==> src/rtl/grid_figure_selector.sv <==
// grid_figure_selector: cursor/zoom controller for a figure grid with a blinking selection border and registered pixel colour
module grid_figure_selector #(
   parameter int COLS         = 3,
   parameter int ROWS         = 3,
   parameter int RGB_W        = 3,
   parameter int GRID_Y0      = 25,
   parameter int CELL_W       = 214,
   parameter int CELL_H       = 146,
   parameter int LINE_W       = 2,
   parameter int SEL_W        = 4,
   parameter int BLINK_FRAMES = 30
) (
   input  logic                 clk,
   input  logic                 rst_n,
   input  logic [9:0]           HCount,
   input  logic [9:0]           VCount,
   input  logic                 btn_up,
   input  logic                 btn_down,
   input  logic                 btn_left,
   input  logic                 btn_right,
   input  logic                 btn_enter,
   input  logic                 btn_back,
   input  logic                 figure_pixel,
   input  logic                 text_top_pixel,
   input  logic                 text_bottom_pixel,
   input  logic                 text_figure_pixel,
   output logic [ROWS*COLS-1:0] sel_onehot,
   output logic                 full_screen,
   output logic [RGB_W-1:0]     rgb,
   output logic                 frame_tick
);
   localparam int N  = ROWS * COLS;
   localparam int CW = $clog2(COLS);
   localparam int RW = $clog2(ROWS);
   localparam int FW = (BLINK_FRAMES > 1) ? $clog2(BLINK_FRAMES) : 1;
   localparam logic [RGB_W-1:0] FIG_C  = RGB_W'(3'b001);
   localparam logic [RGB_W-1:0] SEL_C  = RGB_W'(3'b100);
   localparam logic [RGB_W-1:0] GRID_C = RGB_W'(3'b110);
   localparam logic [RGB_W-1:0] FTXT_C = RGB_W'(3'b011);
   localparam logic [RGB_W-1:0] BG_C   = RGB_W'(3'b000);

   typedef enum logic {BROWSE, ZOOM} state_t;

   state_t           state, state_n;
   logic [CW-1:0]    col, col_n;
   logic [RW-1:0]    row, row_n;
   logic [N-1:0]     onehot_n;
   logic [FW-1:0]    frame_cnt;
   logic             blink, moved;
   logic [31:0]      px, py, x0, y0;
   logic             grid_y, v_line, h_line, in_cell, border;
   logic [RGB_W-1:0] rgb_n;

   // Next cursor/state: enter wins over arrows in BROWSE, arrows ignored in ZOOM, opposite arrows cancel
   always_comb begin
      state_n = state;
      col_n   = col;
      row_n   = row;
      if (state == BROWSE) begin
         if (btn_enter) state_n = ZOOM;
         else begin
            col_n = (btn_right && !btn_left) ? ((col == CW'(COLS - 1)) ? '0 : col + CW'(1)) :
                    (btn_left && !btn_right) ? ((col == '0) ? CW'(COLS - 1) : col - CW'(1)) : col;
            row_n = (btn_down && !btn_up) ? ((row == RW'(ROWS - 1)) ? '0 : row + RW'(1)) :
                    (btn_up && !btn_down) ? ((row == '0) ? RW'(ROWS - 1) : row - RW'(1)) : row;
         end
      end else if (btn_enter || btn_back) state_n = BROWSE;
      moved    = (state_n != state) || (col_n != col) || (row_n != row);
      onehot_n = N'(1) << (int'(row_n) * COLS + int'(col_n));
   end

   // Control registers: FSM, cursor, frame tick and blink timer
   always_ff @(posedge clk or negedge rst_n) begin
      if (!rst_n) begin
         state       <= BROWSE;
         col         <= '0;
         row         <= '0;
         sel_onehot  <= N'(1);
         full_screen <= 1'b0;
         frame_tick  <= 1'b0;
         frame_cnt   <= '0;
         blink       <= 1'b1;
      end else begin
         state       <= state_n;
         col         <= col_n;
         row         <= row_n;
         sel_onehot  <= onehot_n;
         full_screen <= (state_n == ZOOM);
         frame_tick  <= (HCount == 10'd0) && (VCount == 10'd0);
         if (moved) begin
            frame_cnt <= '0;
            blink     <= 1'b1;
         end else if (frame_tick) begin
            if (frame_cnt == FW'(BLINK_FRAMES - 1)) begin
               frame_cnt <= '0;
               blink     <= ~blink;
            end else frame_cnt <= frame_cnt + FW'(1);
         end
      end
   end

   // Pixel classification against grid lines and the cursor cell, then colour priority
   always_comb begin
      px     = 32'(HCount);
      py     = 32'(VCount);
      x0     = 32'(col) * CELL_W;
      y0     = 32'(GRID_Y0) + 32'(row) * CELL_H;
      grid_y = (py >= GRID_Y0) && (py < GRID_Y0 + ROWS * CELL_H + LINE_W);
      v_line = 1'b0;
      h_line = 1'b0;
      for (int c = 1; c < COLS; c++)
         v_line = v_line | (grid_y && (px >= 32'(c * CELL_W - LINE_W)) && (px < 32'(c * CELL_W)));
      for (int r = 0; r <= ROWS; r++)
         h_line = h_line | ((px < COLS * CELL_W) && (py >= 32'(GRID_Y0 + r * CELL_H)) &&
                            (py < 32'(GRID_Y0 + r * CELL_H + LINE_W)));
      in_cell = (px >= x0) && (px < x0 + CELL_W) && (py >= y0) && (py < y0 + CELL_H);
      border  = in_cell && ((px < x0 + SEL_W) || (px >= x0 + CELL_W - SEL_W) ||
                            (py < y0 + SEL_W) || (py >= y0 + CELL_H - SEL_W));
      rgb_n   = figure_pixel ? FIG_C :
                (border && state == BROWSE && blink) ? SEL_C :
                (((v_line || h_line || text_bottom_pixel) && state == BROWSE) || text_top_pixel) ? GRID_C :
                (text_figure_pixel && state == ZOOM) ? FTXT_C : BG_C;
   end

   // Registered colour output, one cycle behind the beam position
   always_ff @(posedge clk or negedge rst_n) begin
      if (!rst_n) rgb <= BG_C;
      else rgb <= rgb_n;
   end
endmodule

==> config.mk <==
export PLATFORM = sky130hd
export DESIGN_NAME = grid_figure_selector
export DESIGN_NICKNAME = d
export VERILOG_FILES = /design/src/rtl/grid_figure_selector.sv
export SDC_FILE = /design/constraint.sdc
export NUM_CORES = 1
export LEC_CHECK = 0
export BUFFER_PORTS_ARGS = -buffer_cell sky130_fd_sc_hd__buf_2
export CAP_MARGIN = 20
export CORE_MARGIN = 8
export CORE_UTILIZATION = 50
export DETAILED_ROUTE_END_ITERATION = 12
export PLACE_DENSITY = 0.71
export RECOVER_POWER = 50
export SYNTH_ARGS = -nofsm -noshare
export SYNTH_HDL_FRONTEND = slang
export SYNTH_SLANG_ARGS = --single-unit
==> constraint.sdc <==
create_clock -name clk -period 4.5 [get_ports clk]
set_input_delay 0.225 -clock clk [delete_from_list [all_inputs] [get_ports clk]]
set_output_delay 0.225 -clock clk [all_outputs]
set_load 0.02 [all_outputs]
==> results of run 1 <==
[cell type report]
type / count / area [um2] / share of cell area
Tap cell: 77 / 96.34 / 0.02609
Multi-Input combinational cell: 324 / 2579 / 0.6984
Inverter: 31 / 116.4 / 0.03151
Sequential cell: 24 / 603.1 / 0.1633
Timing Repair Buffer: 46 / 226.5 / 0.06134
Clock inverter: 1 / 30.03 / 0.008133
Clock buffer: 3 / 41.29 / 0.01118
[synthesized netlist by cell type (6+ instances only)]
cell type	n	area (um2)
nor2_1	33	123.9
dfrtp_1	22	550.5
o211ai_1	6	45.04
nor3_1	14	70.07
nand2b_1	9	56.30
ha_1	83	1039
inv_1	30	112.6
a31oi_1	8	50.05
a21oi_1	24	120.1
nand4_1	8	50.05
xnor2_1	11	96.34
nand2_1	17	63.81
nand3_1	7	35.03
o21ai_0	19	95.09
[critical path: cells and delay by family, from the launching register on]
kind	cells	cell delay, ns
adder cells (fa/ha/maj)	4	1.73
buffers and inverters	4	0.58
flip-flops	1	0.58
AO/OA/AOI/OAI	3	0.40
AND/OR/NAND/NOR	2	0.35
[cell families after synthesis]
logic type | count (synthesis) | synth area share
adder cells (fa/ha/maj) | 85 | 0.3227
buffers and inverters | 39 | 0.04792
flip-flops | 24 | 0.1805
XOR/XNOR | 15 | 0.03931
AND/OR/NAND/NOR | 117 | 0.1868
AO/OA/AOI/OAI | 106 | 0.2194
multiplexers | 1 | 0.003369
[power by group]
part | total, mW | switching (mW) | leakage, nW | internal [mW]
clock network | 0.188 | 0.0693 | 0.0357 | 0.119
logic | 0.818 | 0.493 | 1.33 | 0.325
registers | 0.296 | 0.0410 | 0.312 | 0.255
total | 1.30 | 0.603 | 1.68 | 0.699
[sequential cells by signal, summed over array words and instances, names as in the netlist]
register,cells
blink,1
col,2
frame_cnt,5
frame_tick,1
rgb,3
row,2
sel_onehot,9
state,1
[worst min-delay path by stage]
stage                            start                        to  slack, ns  depth (start not counted)
final                     figure_pixel          rgb[1]$_DFF_PN0_       0.16                          2
after global routing      figure_pixel          rgb[2]$_DFF_PN0_       0.15                          2
after CTS                 figure_pixel          rgb[1]$_DFF_PN0_       0.15                          2
after detailed placement         rst_n  frame_cnt[2]$_DFFE_PN0P_       0.23                          1
after global placement           rst_n  frame_cnt[4]$_DFFE_PN0P_       0.23                          1
after floorplan                  rst_n          col[0]$_DFF_PN0_      -0.07                          0
[metrics by stage]
step,setup WS (ns),area (um2),instances,hold slack (ns)
after CTS,0.7569,3701,506,0.1539
after floorplan,1.178,3342,387,-0.07059
after detailed placement,0.7636,3620,501,0.2334
after global placement,0.9368,3620,501,0.2309
after global routing,0.4858,3692,506,0.1477
final,0.7695,3692,506,0.1582
[metal layers]
layer	wire (um)	share of wire
met5	0	0
met4	152	0.018
met3	300	0.035
met2	3926	0.46
met1	4197	0.49
[placed cells by master, fill, tap and decap left out, drive strengths merged, types with 4 or more instances in the layout]
cell,synthesis,final
a2111oi,6,6
a211oi,5,5
a21oi,25,25
a31oi,8,8
buf,4,38
clkbuf,4,10
dfrtp,22,22
ha,83,83
inv,31,31
nand2,17,17
nand2b,9,9
nand3,7,7
nand4,8,8
nor2,33,33
nor2b,4,4
nor3,15,15
nor4,5,5
o2111ai,4,4
o211ai,6,6
o21ai,25,25
o221ai,4,4
or3,4,4
xnor2,11,11
xor2,4,4
[what timing repair did]
item                       CTS  global route
hold buffers                 1             0
setup endpoints to repair    0             0
hold endpoints to repair    22             0
==> metrics.csv, run 1 <==
stage,metric,value,unit
detailed_routing,DRT Pass-1 Iters,4,
detailed_routing,Routed WL,8.577,mm
place,number of I/O port buffers,45,
power_and_ir_drop,worst vdd ir,247.0,uV
clocking,post-CTS sizing,0,
sta,Slew headroom,0.1702,
synth,top_reg_cell synth,dfrtp_1,
setup_path,Worst EP arrival,3.91,ns
layout,nets@finish,547,
synth,post-synth cell types,62,
sta,measured slew at the worst slew-check pin,1.245,ns
sta,Final Setup Violations,0,
sta,RSZ-0062 raised after global routing,no,
setup_path,crit-path max FO,11,
clocking,clk buf depth,2,
synth,cell count after synthesis,387,
setup_path,launching point of the worst reg2reg path,col[0]$_DFF_PN0_,
die,Ports,46,
clocking,Root Buffer,clkbuf_8,
setup_path,Critical Path Start,col[0]$_DFF_PN0_,
setup_path,Reg2Reg Depth,13,
sta,final hold violations,0,
run,Max-Cap Viols,0,
layout,antenna cells,0,
setup_path,reg2reg setup slack,0.77,ns
layout,area grow syn2layout,10.48,%
hold_path,worst hold path type,in -> reg,
synth,syn avg cell area,8.636,um2
power_and_ir_drop,"Power, Total",1.302,mW
layout,post-layout util,0.5749,
global_routing,GR Util met3,0.02697,
detailed_routing,DRC Markers,0,
detailed_routing,total number of vias,3059,
synth,number of flops mapped to enable cells by yosys,0,
setup_path,CP Launch Type,flop,
setup_path,Setup Crit Path Kind,reg -> reg,
place,DPL Wire Length,6.973,mm
sta,setup TNS,0,ns
layout,fillcell total,607,
setup_path,Crit path largest cell delay,0.58,ns
global_routing,Congestion Overflow GR,0,
setup_path,Crit. End Element,flop,
clocking,H-tree Lvls,1,
layout,layout cells sized above 1,0.1329,
global_routing,largest net degree at the start of global routing,25,
sta,Pins Over Slew Limit,0,
setup_path,CP Data Required Time,4.68,ns
global_routing,Total Routing Usage GR,0.1833,
clocking,clock slew at reported path FFs,0.09,ns
die,starting density of the core,0.5204,
outcome,status,completed,
sta,Tmin final,3.730,ns
die,DIE AREA,9556,um2
clocking,Setup Buffers After CTS,0,
global_routing,initial antenna violation count,0,
power_and_ir_drop,power density cells,352.8,nW/um2
sta,Max Freq,268.1,MHz
synth,register area share after synthesis,0.1805,
global_routing,first-pass GRT wire length,14.98,mm
synth,syn_nets,504,
detailed_routing,drt initial violations,122,
detailed_routing,drt wl/cell,16.95,um
synth,area of the mapped netlist,3342,um2
die,Chip Width,97.76,um
global_routing,number of global-route vias before repair,3094,
synth,YS warnings,0,
setup_path,critical path cell sequence,inv_1 > ha_1 > inv_1 > o21ai_0 > o21ai_1 > o221a_2 > inv_1 > fa_1 > inv_1 > ha_1 > fa_1 > nand2b_1 > nor3_1,
setup_path,end of the critical path,sel_onehot[1]$_DFF_PN0_,
detailed_routing,antenna-violating nets left,0,
setup_path,r2r endpoint,sel_onehot[1]$_DFF_PN0_,
synth,async set-reset flop share out of synthesis,1.000,
power_and_ir_drop,Leakage,1.682,nW
clocking,TritonCTS sink count,24,
die,Die Y,97.76,um
die,# rows,29,
clocking,CTS tree,yes,
die,area of the core,6422,um2
sta,final worst clock skew,0.006021,ns
setup_path,"most used cell, CP",inv_1,
global_routing,layer with the highest usage,met2,
global_routing,GRT met2 Usage,0.3005,
synth,Yosys reg bits,24,
sta,Final period util,0.8290,
setup_path,slowest CP cell,dfrtp_1,
detailed_routing,via/cell ratio,6.045,
place,Placer Congestion,0.9103,
global_routing,M1 GR Usage,0.2461,
clocking,CTS Buf Count,3,
clocking,Worst-Skew Late Latency,0.27,ns
No activity file was read; power rests on OpenSTA's default activity.
==> inputs of run 2 (changes only) <==
==> constraint.sdc (replaced) <==
create_clock -name clk -period 3.52 [get_ports clk]
set_input_delay 0.176 -clock clk [delete_from_list [all_inputs] [get_ports clk]]
set_output_delay 0.176 -clock clk [all_outputs]
set_load 0.02 [all_outputs]
==> run 2 against run 1 <==
Global-route usage up 0.50 points. Sequential power up 19%. Fmax increased by 16%. Setup slack got worse by 0.48 ns. Non-clock buffer count increased by 10. Combinational power rose by 36%. Via count up 0.78%. Register-to-register slack lost 0.48 ns. Largest cell class unchanged. Core utilization grew 0.72 points. Highest routed layer unchanged. Worst hold slack got worse by 0.044 ns.
==> metrics.csv, run 2 (same netlist as run 1, synthesis figures left out) <==
stage,metric,value,unit,change
layout,largest register by flop count,sel_onehot,,unchanged
sta,final worst clock skew,0.005643,ns,was 0.006021 ns
power_and_ir_drop,worst vdd ir,339.0,uV,was 247.0 uV
clocking,Root Buffer,clkbuf_8,,unchanged
die,DIE AREA,9556,um2,unchanged
sta,Final period util,0.9169,,was 0.8290
layout,"commonest non-fill, non-tap cell in the layout",ha_1,,unchanged
global_routing,first-pass GRT wire length,15.29,mm,was 14.98 mm
layout,max reg flops,9,,unchanged
sta,Tmin final,3.227,ns,was 3.730 ns
setup_path,critical path cell sequence,inv_1 > ha_1 > buf_4 > inv_1 > nand4_1 > xnor2_1 > ha_1 > and4_1 > o21ai_0 > nor2_1 > nor4_1 > nand4_1 > a221oi_2,,was inv_1 > ha_1 > inv_1 > o21ai_0 > o21ai_1 > o221a_2 > inv_1 > fa_1 > inv_1 > ha_1 > fa_1 > nand2b_1 > nor3_1
power_and_ir_drop,Leakage,1.721,nW,was 1.682 nW
detailed_routing,drt initial violations,162,,was 122
setup_path,Crit path largest cell delay,0.53,ns,was 0.58 ns
sta,Slew headroom,0.1434,,was 0.1702
setup_path,Worst EP arrival,3.40,ns,was 3.91 ns
place,Cells after DPL,511,,was 501
layout,Regs by FF count,"sel_onehot: 9 flops, frame_cnt: 5 flops, rgb: 3 flops",,unchanged
sta,Pins Over Slew Limit,0,,unchanged
die,area of the core,6422,um2,unchanged
sta,RSZ-0062 raised after global routing,no,,unchanged
layout,nets@finish,557,,was 547
global_routing,Total Routing Usage GR,0.1883,,was 0.1833
layout,layout cells sized above 1,0.1530,,was 0.1329
clocking,H-tree Lvls,1,,unchanged
clocking,CTS tree,yes,,unchanged
global_routing,number of global-route vias before repair,3098,,was 3094
run,Max-Cap Viols,0,,unchanged
global_routing,initial antenna violation count,0,,unchanged
global_routing,Congestion Overflow GR,0,,unchanged
setup_path,"CP delay by family, top",simple AND/OR/NAND/NOR gates,,was adder cells
die,Die Y,97.76,um,unchanged
detailed_routing,via/cell ratio,5.986,,was 6.045
sta,setup TNS,0,ns,unchanged
outcome,status,completed,,unchanged
clocking,TritonCTS sink count,24,,unchanged
setup_path,CP Launch Type,flop,,unchanged
layout,Final Non-Filler Cells,515,,was 506
setup_path,Setup Crit Path Kind,reg -> reg,,unchanged
layout,fillcell total,603,,was 607
detailed_routing,Routed WL,8.735,mm,was 8.577 mm
sta,final setup margin,0.2926,ns,was 0.7695 ns
clocking,Worst-Skew Late Latency,0.26,ns,was 0.27 ns
place,pre-CTS setup slack,0.3410,ns,was 0.7636 ns
clocking,clk buf depth,2,,unchanged
clocking,CTS Buf Count,3,,unchanged
layout,most frequent cells in the layout,"83 x ha_1, 39 x buf_2, 33 x nor2_1",,"was 83 x ha_1, 38 x buf_2, 33 x nor2_1"
clocking,post-CTS sizing,0,,unchanged
place,DPL Wire Length,7.101,mm,was 6.973 mm
power_and_ir_drop,power density cells,433.9,nW/um2,was 352.8 nW/um2
detailed_routing,total number of vias,3083,,was 3059
setup_path,slowest CP cell,dfrtp_1,,unchanged
setup_path,Crit. End Element,flop,,unchanged
place,Placer Congestion,0.9271,,was 0.9103
layout,antenna cells,0,,unchanged
die,starting density of the core,0.5204,,unchanged
die,Chip Width,97.76,um,unchanged
detailed_routing,drt wl/cell,16.96,um,was 16.95 um
setup_path,CP Data Required Time,3.70,ns,was 4.68 ns
hold_path,worst hold path type,in -> reg,,unchanged
setup_path,crit-path max FO,9,,was 11
sta,Max Freq,309.8,MHz,was 268.1 MHz
setup_path,Buf/Inv on CP,3,,was 4
global_routing,largest net degree at the start of global routing,25,,unchanged
place,number of I/O port buffers,45,,unchanged
sta,Final Setup Violations,0,,unchanged
die,# rows,29,,unchanged
detailed_routing,antenna-violating nets left,0,,unchanged
die,Ports,46,,unchanged
layout,area grow syn2layout,11.87,%,was 10.48%
detailed_routing,DRT Pass-1 Iters,4,,unchanged
sta,measured slew at the worst slew-check pin,1.285,ns,was 1.245 ns
detailed_routing,DRC Markers,0,,unchanged
sta,final hold violations,0,,unchanged
clocking,clock slew at reported path FFs,0.08,ns,was 0.09 ns
==> run 2: cell types whose count changed in the layout (fill, tap and decap cells not counted) <==
cell / change
buf_4: +10
buf_2: +1
bufinv_16: -1
clkbuf_1: -1
==> run 2: routing by layer <==
metal / share of wire / track usage / vias up
met5: 0 / 0 / -
met4: 0.013 / 0.03717 / 0
met3: 0.037 / 0.01987 / 8
met2: 0.48 / 0.3216 / 75
met1: 0.47 / 0.2500 / 1448
li1: - / - / 1552
==> run 2: worst paths after layout <==
check                      cells past startpoint                        to                     start  slack (ns)
max                                           13          rgb[1]$_DFF_PN0_          row[1]$_DFF_PN0_        0.29
min                                            2          rgb[1]$_DFF_PN0_              figure_pixel        0.11
max reg2reg                                   13          rgb[1]$_DFF_PN0_          row[1]$_DFF_PN0_        0.29
min reg2reg                                    2  frame_cnt[4]$_DFFE_PN0P_  frame_cnt[4]$_DFFE_PN0P_        0.56
max in group asynchronous                      2   sel_onehot[1]$_DFF_PN0_                     rst_n        2.05
min in group asynchronous                      2  frame_cnt[4]$_DFFE_PN0P_                     rst_n        0.71
==> run 2: repair_timing <==
item	in CTS	in global routing
hold buffers	1	0
setup buffers	0	0
endpoints found under the hold margin	22	0
==> run 2: cell type report <==
cell class / count / area (um2) / area share
multi-input combinational: 324 / 2579 / 0.6898
sequential: 24 / 603.1 / 0.1613
timing repair buffer: 56 / 302.8 / 0.08099
inverter: 31 / 116.4 / 0.03112
tap: 77 / 96.34 / 0.02577
clock buffer: 3 / 41.29 / 0.01104
==> run 2: worst register-to-register path: stages, from the launching register on <==
cell and delay, ns:
dfrtp_1 0.53, inv_1 0.20, ha_1 0.34, buf_4 0.18
inv_1 0.17, nand4_1 0.13, xnor2_1 0.15, ha_1 0.29
and4_1 0.20, o21ai_0 0.11, nor2_1 0.06, nor4_1 0.32
nand4_1 0.20, a221oi_2 0.27
==> run 2: through the flow <==
stage	power [mW]	utilization	hold WS [ns]	cell area [um2]
6_report	1.622	0.5821	0.1143	3739
3_3_place_gp	1.430	0.5753	0.1877	3695
3_5_place_dp	1.461	0.5753	0.1897	3695
5_1_grt	1.799	0.5821	0.1010	3739
2_1_floorplan	1.126	-	-0.1196	3342
4_1_cts	1.628	0.5833	0.1043	3746
==> run 2: report_power, final <==
part           total, mW  switching [mW]  internal, mW  leakage (nW)
sequential         0.353          0.0256         0.327         0.312
clock              0.159          0.0824        0.0764        0.0216
combinational       1.11           0.666         0.445          1.39
==> inputs of run 3 (changes only) <==
==> constraint.sdc (replaced) <==
create_clock -name clk -period 3.52 [get_ports clk]
set_input_delay 0.704 -clock clk [delete_from_list [all_inputs] [get_ports clk]]
set_output_delay 0.704 -clock clk [all_outputs]
set_load 0.02 [all_outputs]
==> run 3 against run 2 <==
Final cell count stayed put. Register-to-register slack lost 0.02 ns. Global-route usage fell by 1.0 points. Die area unchanged.
==> metrics.csv, run 3 (same netlist as run 1, synthesis figures left out) <==
stage,metric,value,unit,change
die,Die Y,97.76,um,unchanged
power_and_ir_drop,Int Power,874.7,uW,was 848.7 uW
detailed_routing,drt wl/cell,16.30,um,was 16.96 um
sta,Pins Over Slew Limit,0,,unchanged
place,Placer Congestion,0.8879,,was 0.9271
global_routing,Total Routing Usage GR,0.1783,,was 0.1883
power_and_ir_drop,Net Sw Frac,0.4661,,was 0.4769
run,Max-Cap Viols,0,,unchanged
layout,max reg flops,9,,unchanged
power_and_ir_drop,Psw,763.6,uW,was 773.6 uW
global_routing,number of global-route vias before repair,2973,,was 3098
sta,RSZ-0062 raised after global routing,no,,unchanged
die,# rows,29,,unchanged
power_and_ir_drop,Logic pwr share,0.673,,was 0.685
setup_path,crit-path max FO,8,,was 9
place,number of I/O port buffers,45,,unchanged
clocking,clk buf depth,2,,unchanged
power_and_ir_drop,Clock power frac,0.112,,was 0.098
clocking,clock slew at reported path FFs,0.08,ns,about the same
sta,Final Setup Violations,0,,unchanged
layout,largest register by flop count,sel_onehot,,unchanged
power_and_ir_drop,Leakage,1.722,nW,was 1.721 nW
detailed_routing,DRT Pass-1 Iters,4,,unchanged
setup_path,Setup Crit Path Kind,reg -> reg,,unchanged
clocking,CTS tree,yes,,unchanged
sta,Tmin final,3.246,ns,was 3.227 ns
hold_path,worst hold path type,reg -> reg,,was in -> reg
clocking,H-tree Lvls,1,,unchanged
power_and_ir_drop,worst vdd ir,348.8,uV,was 339.0 uV
global_routing,first-pass GRT wire length,14.61,mm,was 15.29 mm
global_routing,initial antenna violation count,0,,unchanged
place,DPL Wire Length,6.939,mm,was 7.101 mm
detailed_routing,total number of vias,3037,,was 3083
layout,area grow syn2layout,11.98,%,was 11.87%
setup_path,CP Data Required Time,3.67,ns,was 3.70 ns
detailed_routing,drt initial violations,163,,was 162
clocking,CTS Buf Count,3,,unchanged
detailed_routing,antenna-violating nets left,0,,unchanged
sta,setup TNS,0,ns,unchanged
clocking,TritonCTS sink count,24,,unchanged
die,starting density of the core,0.5204,,unchanged
power_and_ir_drop,power density cells,437.8,nW/um2,was 433.9 nW/um2
power_and_ir_drop,Sequential Power Share,0.216,,was 0.217
sta,Slew headroom,0.1713,,was 0.1434
setup_path,Crit. End Element,flop,,unchanged
clocking,Setup Buffers After CTS,0,,unchanged
clocking,Worst-Skew Late Latency,0.27,ns,was 0.26 ns
layout,nets@finish,556,,was 557
layout,most frequent cells in the layout,"83 x ha_1, 39 x buf_2, 33 x nor2_1",,unchanged
sta,Max Freq,308.0,MHz,was 309.8 MHz
global_routing,largest net degree at the start of global routing,25,,unchanged
layout,"commonest non-fill, non-tap cell in the layout",ha_1,,unchanged
detailed_routing,DRC Markers,0,,unchanged
die,Chip Width,97.76,um,unchanged
layout,antenna cells,0,,unchanged
die,area of the core,6422,um2,unchanged
outcome,status,completed,,unchanged
sta,Fin Hold WS,0.5578,ns,was 0.1143 ns
sta,measured slew at the worst slew-check pin,1.243,ns,was 1.285 ns
die,Ports,46,,unchanged
global_routing,Congestion Overflow GR,0,,unchanged
sta,final worst clock skew,0.003420,ns,was 0.005643 ns
sta,final hold violations,0,,unchanged
die,DIE AREA,9556,um2,unchanged
sta,Final period util,0.9222,,was 0.9169
layout,layout cells sized above 1,0.1553,,was 0.1530
layout,Regs by FF count,"sel_onehot: 9 flops, frame_cnt: 5 flops, rgb: 3 flops",,unchanged
setup_path,CP Launch Type,flop,,unchanged
clocking,cts hold-fix bufs,0,,was 1
clocking,Root Buffer,clkbuf_8,,unchanged
detailed_routing,Routed WL,8.393,mm,was 8.735 mm
clocking,post-CTS sizing,0,,unchanged
setup_path,Worst EP arrival,3.40,ns,about the same
detailed_routing,via/cell ratio,5.897,,was 5.986
==> run 3: changes by cell type in the layout (fill, tap and decap cells not counted), sizes merged <==
| cell | previous run | this run |
|---|---|---|
| clkbuf | 9 | 10 |
| dlygate4sd3 | 1 | 0 |
==> run 3: critical path: stages (launching register included) <==
cell and delay, ns:
dfrtp_1 0.52, inv_1 0.10, ha_1 0.42, a31oi_1 0.28, o221ai_2 0.17, fa_1 0.50, inv_1 0.04, ha_1 0.20
fa_1 0.54, nor4b_1 0.36
==> run 3: path summary, 6_finish.rpt <==
| check | startpoint | endpoint | slack, ns | cells past startpoint |
|---|---|---|---|---|
| min in group asynchronous | rst_n | frame_cnt[1]$_DFFE_PN0P_ | 0.67 | 1 |
| max in group asynchronous | rst_n | sel_onehot[1]$_DFF_PN0_ | 2.10 | 1 |
| worst min register to register | frame_cnt[4]$_DFFE_PN0P_ | frame_cnt[4]$_DFFE_PN0P_ | 0.56 | 2 |
| worst max register to register | row[1]$_DFF_PN0_ | sel_onehot[8]$_DFF_PN0_ | 0.27 | 9 |
| worst max-delay path | row[1]$_DFF_PN0_ | sel_onehot[8]$_DFF_PN0_ | 0.27 | 9 |
| worst min-delay path | frame_cnt[4]$_DFFE_PN0P_ | frame_cnt[4]$_DFFE_PN0P_ | 0.56 | 2 |
==> run 3: area by class of cell <==
type	instances	area, um2
clock buffers	4	55.05
well taps	77	96.34
inverters	31	116.4
flip-flops and latches	24	603.1
fillers	581	2680
repair buffers	55	292.8
multi-input cells	324	2579
==> run 3: power groups by stage <==
stage | sequential, mW | combinational, mW | clock [mW]
6_report | 0.353 | 1.10 | 0.183
5_1_grt | 0.362 | 1.25 | 0.203
4_1_cts | 0.353 | 1.10 | 0.189
3_5_place_dp | 0.359 | 1.10 | 0
3_3_place_gp | 0.358 | 1.07 | 0
2_1_floorplan | 0.416 | 0.710 | 0
==> run 3: stage by stage <==
stage                     cell area [um2]  power (mW)  setup slack, ns    util  std cells
after global placement               3695       1.426           0.3021  0.5753        511
after global routing                 3742       1.819          0.08528  0.5827        515
after CTS                            3750       1.646           0.2937  0.5839        515
after floorplan                      3342       1.126           0.1980       -        387
after detailed placement             3695       1.455           0.2384  0.5753        511
final                                3742       1.638           0.2737  0.5827        515
==> run 3: per-layer routing <==
layer / up-vias / wire length [um] / GRT usage
li1: 1555 / - / -
met1: 1404 / 4102 / 0.2462
met2: 69 / 3905 / 0.2973
met3: 9 / 298 / 0.01774
met4: 0 / 87 / 0.02638
met5: - / 0 / 0
